<file path="src/rtl/mpsoc_noc_vchannel_serializer.sv">
// Merges per-VC packet streams onto one shared-flit router input channel.
// Round-robin arbitration at packet granularity; out_* are driven straight from flops.
module mpsoc_noc_vchannel_serializer #(
   parameter int FLIT_WIDTH = 32,
   parameter int VCHANNELS  = 7
) (
   input  logic                                 clk,
   input  logic                                 rst,
   input  logic [VCHANNELS-1:0][FLIT_WIDTH-1:0] in_flit,
   input  logic [VCHANNELS-1:0]                 in_last,
   input  logic [VCHANNELS-1:0]                 in_valid,
   output logic [VCHANNELS-1:0]                 in_ready,
   output logic [FLIT_WIDTH-1:0]                out_flit,
   output logic                                 out_last,
   output logic [VCHANNELS-1:0]                 out_valid,
   input  logic [VCHANNELS-1:0]                 out_ready
);

   localparam int VC_W = (VCHANNELS > 1) ? $clog2(VCHANNELS) : 1;

   typedef logic [VC_W-1:0] vc_t;
   typedef enum logic {IDLE, LOCKED} state_e;

   state_e                 state_q;
   vc_t                    lock_vc_q;
   vc_t                    rr_ptr_q;
   logic [VCHANNELS-1:0]   out_valid_q;
   logic [FLIT_WIDTH-1:0]  out_flit_q;
   logic                   out_last_q;

   logic                   hi_found;
   logic                   lo_found;
   vc_t                    hi_vc;
   vc_t                    lo_vc;
   vc_t                    sel_vc;
   vc_t                    next_ptr;
   logic                   sel_en;
   logic [VCHANNELS-1:0]   sel_onehot;
   logic [FLIT_WIDTH-1:0]  sel_flit;
   logic                   sel_last;
   logic                   reg_full;
   logic                   drain;
   logic                   can_load;
   logic                   accept;

   // The output register is full exactly when one VC's valid bit is set.
   assign reg_full = |out_valid_q;
   assign drain    = |(out_valid_q & out_ready);
   assign can_load = ~reg_full | drain;

   // NOTE: every signal written in an always_comb gets a default first, so no latch is inferred.
   always_comb begin
      hi_found = 1'b0;
      lo_found = 1'b0;
      hi_vc    = '0;
      lo_vc    = '0;
      // Descending scan leaves the lowest matching index; hi covers rr_ptr..N-1, lo is the wrap case.
      for (int v = VCHANNELS - 1; v >= 0; v--) begin
         if (in_valid[v]) begin
            lo_found = 1'b1;
            lo_vc    = vc_t'(v);
            if (vc_t'(v) >= rr_ptr_q) begin
               hi_found = 1'b1;
               hi_vc    = vc_t'(v);
            end
         end
      end
   end

   always_comb begin
      sel_en     = (state_q == LOCKED) | lo_found;
      sel_vc     = (state_q == LOCKED) ? lock_vc_q : (hi_found ? hi_vc : lo_vc);
      next_ptr   = (sel_vc == vc_t'(VCHANNELS - 1)) ? '0 : sel_vc + vc_t'(1);
      sel_onehot = '0;
      sel_flit   = '0;
      sel_last   = 1'b0;
      for (int i = 0; i < VCHANNELS; i++) begin
         if (vc_t'(i) == sel_vc) begin
            sel_onehot[i] = 1'b1;
            sel_flit      = in_flit[i];
            sel_last      = in_last[i];
         end
      end
      in_ready = (!rst && sel_en && can_load) ? sel_onehot : '0;
      accept   = |(in_ready & in_valid);
   end

   // NOTE: sequential state uses non-blocking assignments only, so every flop samples pre-edge values.
   always_ff @(posedge clk or posedge rst) begin
      if (rst) begin
         // NOTE: the flit register is reset as well because the router must see out_flit=0 out of reset.
         state_q     <= IDLE;
         lock_vc_q   <= '0;
         rr_ptr_q    <= '0;
         out_valid_q <= '0;
         out_flit_q  <= '0;
         out_last_q  <= 1'b0;
      end else begin
         if (accept) begin
            out_valid_q <= sel_onehot;
            out_flit_q  <= sel_flit;
            out_last_q  <= sel_last;
         end else if (drain) begin
            out_valid_q <= '0;
         end

         // In LOCKED sel_vc is lock_vc, so one rule covers both states.
         if (accept) begin
            if (sel_last) begin
               state_q  <= IDLE;
               rr_ptr_q <= next_ptr;
            end else begin
               state_q   <= LOCKED;
               lock_vc_q <= sel_vc;
            end
         end
      end
   end

   assign out_valid = out_valid_q;
   assign out_flit  = out_flit_q;
   assign out_last  = out_last_q;

endmodule

</file>
<file path="config.mk">
export PLATFORM = sky130hd
export DESIGN_NAME = mpsoc_noc_vchannel_serializer
export DESIGN_NICKNAME = d
export VERILOG_FILES = /design/src/rtl/mpsoc_noc_vchannel_serializer.sv
export SDC_FILE = /design/constraint.sdc
export NUM_CORES = 1
export LEC_CHECK = 0
export BUFFER_PORTS_ARGS = -buffer_cell sky130_fd_sc_hd__buf_2
export CORE_ASPECT_RATIO = 0.75
export CORE_MARGIN = 3
export CORE_UTILIZATION = 27
export CTS_CLUSTER_DIAMETER = 40
export CTS_CLUSTER_SIZE = 8
export DETAILED_ROUTE_END_ITERATION = 8
export PLACE_DENSITY = 0.6
export SLEW_MARGIN = 20
export SYNTH_ARGS = -nofsm -noshare
export SYNTH_HDL_FRONTEND = slang
export SYNTH_SLANG_ARGS = --single-unit
export TNS_END_PERCENT = 10
</file>
<file path="constraint.sdc">
create_clock -name clk -period 2.93 [get_ports clk]
set_input_delay 0.586 -clock clk [delete_from_list [all_inputs] [get_ports clk]]
set_output_delay 0.586 -clock clk [all_outputs]
set_load 0.01 [all_outputs]
</file>
==> impl_summary.log <==
INFO  metric number_of_antenna_violations_at_the_first_check_in_global_routing = 1
INFO  metric cp.required = 3.10 ns
INFO  metric core_area = about 15,000 sq um
INFO  metric slew_headroom = 0.555
INFO  metric critPathTopFamily = compound AO/OA/AOI/OAI gates
INFO  metric timing.critical_path.fanout_max = 27
INFO  metric die_height = approximately 110 um
INFO  metric gp_congestion = 0.871
INFO  metric first_global_vias = 5,762
INFO  metric antenna_violating_nets_post_route = 0
INFO  metric clock_tree.buffer_depth = 2
INFO  metric vdd_ir_drop_max = 0.000712 V
INFO  metric dp_hpwl = 16.4 mm
INFO  metric power.density = 1270 nW/um^2
INFO  metric wl_per_cell = 19.4 um
INFO  metric hp-class = flip-flop to flip-flop
INFO  metric met1Wirelength = 9.41 mm
INFO  metric cell_chain_of_the_critical_path = buf_6 -> and3b_2 -> or3_4 -> nand2_4 -> o221a_4 -> nor2_4 -> ha_4 -> inv_4 -> o32ai_4 -> o41ai_4 -> buf_6 -> buf_12 -> nor2_1 -> a22o_1
INFO  metric synth-async-reset-ratio = 1.00
INFO  metric synth_top_flop_cell = dfrtp_1
INFO  metric holdCritStartpoint = out_flit[7]$_DFFE_PP0N_
INFO  metric timing.rr.start = rr_ptr_q[1]$_DFFE_PP0P_
INFO  metric worst-slew-pin-transition = roughly 0.67 ns
INFO  metric multiInputGateArea = 3210 sq um
INFO  metric synth_edf_count = 0
INFO  metric critical_path_class = flip-flop to flip-flop
INFO  metric fmaxAchievable = 326 MHz
INFO  metric detailroute.wirelength.met2 = slightly above 10 mm
INFO  metric htree_num_levels = 2
INFO  metric worst_setup_sp = rr_ptr_q[1]$_DFFE_PP0P_
INFO  metric outcome = finished with violations
INFO  metric fraction_of_layout_instances_using_a_drive_strength_above_1 = 0.570
INFO  metric grt_max_degree = 48
INFO  metric drt_iter0_drc = 371
INFO  metric timing_hold_violations_final = 0
INFO  metric failed_checks = negative setup slack
INFO  metric ys_types = 56
INFO  metric setup-violations-final = 44
INFO  metric period_needed = 3.07 ns
INFO  metric synth.yosys.seq_area_share = 0.277
INFO  metric seqCellArea = 1180 sq um
INFO  metric endpoint_kind = flip-flop
INFO  metric clock_tree_from_tritoncts = done
INFO  metric worst_hold_slack_across_all_endpoints = 0.479 ns
INFO  metric cts-root-buf = clkbuf_16
INFO  metric route.met3.wl = 1.83 mm
INFO  metric critPathMostFrequentCell = buf_6
INFO  metric viasPerCell = 5.20
INFO  metric arrival_time_at_the_worst_endpoint = 3.24 ns
INFO  metric die_x = 151 um
INFO  metric cts-buffers-inserted = 5
INFO  metric critical_path.n_buffers_inverters = 4
INFO  metric groute.usage.overall = 0.227
INFO  metric post-route-period-util = 1.05
INFO  metric insertion_delay_to_the_later_sink_of_the_worst_skew_pair = a little under 0.3 ns
INFO  metric detailedRoute.firstPassIterationCount = 5
INFO  metric layout_setup_ws = -0.140 ns
INFO  metric die-area = 17,300 sq um
INFO  metric max_stage_delay = 0.46 ns
INFO  metric slowest_stage = dfrtp_2
INFO  metric gr_overflow_total = 0
INFO  metric initial_core_util = 0.278
INFO  metric instance_count_of_the_mapped_netlist = about 550
INFO  metric num-nets-final = 1,174
INFO  metric row_count = 39
INFO  metric synth_area_per_cell = 7.69 sq um
INFO  metric io-pin-count = 294
INFO  metric via_count = 5,890
INFO  metric synth.yosys.warnings = 0
INFO  metric startpoint_type = flip-flop
INFO  metric cap_violations = 0
INFO  metric placement.io_buffers = 293
INFO  metric path_clk_slew = 0.07 ns
INFO  metric ys_seq_elements = 47
INFO  metric mappedNetlistArea = 4250 sq um
INFO  metric report.final.slew_viol_count = 0
INFO  metric rsz_0062_raised_after_global_routing = true
INFO  metric num-fill-cells = 1,527
INFO  metric areaGrowthSynthToFinish = 78.2%
INFO  metric routed_wirelength = 21.9 mm
INFO  metric power.leakage = 3.76 nW
INFO  metric tritoncts_num_sinks = 47
INFO  metric synth_fp_nets = 801
INFO  metric design_power_total = 9.61 mW
INFO  metric grt_first_pass_wirelength = 30.7 mm
INFO  metric detail_route.drc_violations = 0
INFO  metric highest-signal-layer = met4
INFO  metric skew = 0.0106 ns
==> tightest hold or removal path, cell delays in order (launching register included) <==
cell     delay, ns
dfrtp_1       0.35
nand2_1       0.05
o31ai_1       0.05
==> metal layers <==
metal | global-route usage | up-vias
met5 | 0 | -
met4 | 0.0568 | 0
met3 | 0.0507 | 34
met2 | 0.377 | 289
met1 | 0.301 | 2756
li1 | - | 2811
==> report_power, final <==
part | switching (mW) | internal (mW)
clock network | 0.262 | 0.400
logic | 3.96 | 3.85
registers | 0.204 | 0.938
total | 4.43 | 5.18
==> layout make-up <==
cell class	instances	area share
repair buffers	415	0.352
inverters	27	0.0142
flip-flops and latches	47	0.156
clock inverters	1	0.00396
diodes	1	0.000330
multi-input cells	430	0.423
well taps	205	0.0338
clock buffers	6	0.0170
==> layout by cell type, fill, tap and decap left out, types with 8 or more instances in the layout <==
cell,instances
mux2_2,26
buf_4,88
buf_6,17
a22o_1,21
clkbuf_16,8
nor2_1,85
a221oi_1,20
o21ai_0,59
buf_2,293
nand2_1,44
buf_12,10
a221oi_2,12
inv_1,23
a21oi_1,35
o31ai_2,8
a221o_1,13
dfrtp_1,44
==> what timing repair did <==
action	4_1_cts	5_1_grt
setup buffers	13	15
gates resized for setup	34	63
gates cloned	1	3
pin swaps	14	30
setup endpoints to repair	52	53
hold buffers	0	0
==> cell usage after synthesis, drive strengths merged, types with 3 or more instances <==
master | count | area, sq um
nor2 | 93 | 349
o21ai | 66 | 330
nand2 | 49 | 184
dfrtp | 47 | 1180
a21oi | 37 | 185
mux2 | 36 | 405
a221oi | 34 | 304
inv | 27 | 101
clkbuf | 25 | 93.8
buf | 24 | 139
a22o | 21 | 184
o31ai | 16 | 120
a221o | 13 | 130
nor3 | 5 | 40.0
o211ai | 4 | 30.0
a22oi | 3 | 22.5
nand2b | 3 | 18.8
nand3 | 3 | 15.0
o21bai | 3 | 26.3
o311ai | 3 | 26.3
o32ai | 3 | 26.3
or3 | 3 | 18.8
==> cell families (layout without fill, tap and decap cells) <==
kind of cell / Yosys count / in the layout / share of synthesized area
AND/OR/NAND/NOR: 167 / 167 / 0.165
buffers and inverters: 76 / 449 / 0.0786
flip-flops: 47 / 47 / 0.277
multiplexers: 38 / 38 / 0.100
adder cells (fa/ha/maj): 1 / 1 / 0.00294
AO/OA/AOI/OAI: 224 / 224 / 0.377
other: 0 / 1 / 0
==> worst paths after layout <==
check / depth (start not counted) / to / slack (ns)
max: 14 / out_flit[2]$_DFFE_PP0N_ / -0.14
min: 2 / out_flit[7]$_DFFE_PP0N_ / 0.48
max reg2reg: 14 / out_flit[2]$_DFFE_PP0N_ / -0.14
min reg2reg: 2 / out_flit[7]$_DFFE_PP0N_ / 0.48
max in group asynchronous: 3 / rr_ptr_q[1]$_DFFE_PP0P_ / 1.91
min in group asynchronous: 3 / out_flit[14]$_DFFE_PP0N_ / 0.54
==> sequential cells by signal, indices dropped and copies added (netlist names) <==
name and flops:
out_last 1, out_valid 7, state_q 1, rr_ptr_q 3, out_flit 32, lock_vc_q 3
==> stage by stage <==
step,setup WS (ns),cell area (sq um),setup TNS [ns],utilization,instances
detailed placement,-0.410,6700,-15.00,0.437,1094
global placement,-0.397,6700,-12.25,0.437,1094
global route,-0.241,7580,-8.48,0.495,1132
finish,-0.140,7580,-3.85,0.495,1132
CTS,-0.104,7130,-2.74,0.466,1114
floorplan,-0.163,4340,-2.69,-,553
Power figures use the tool's default switching activity.
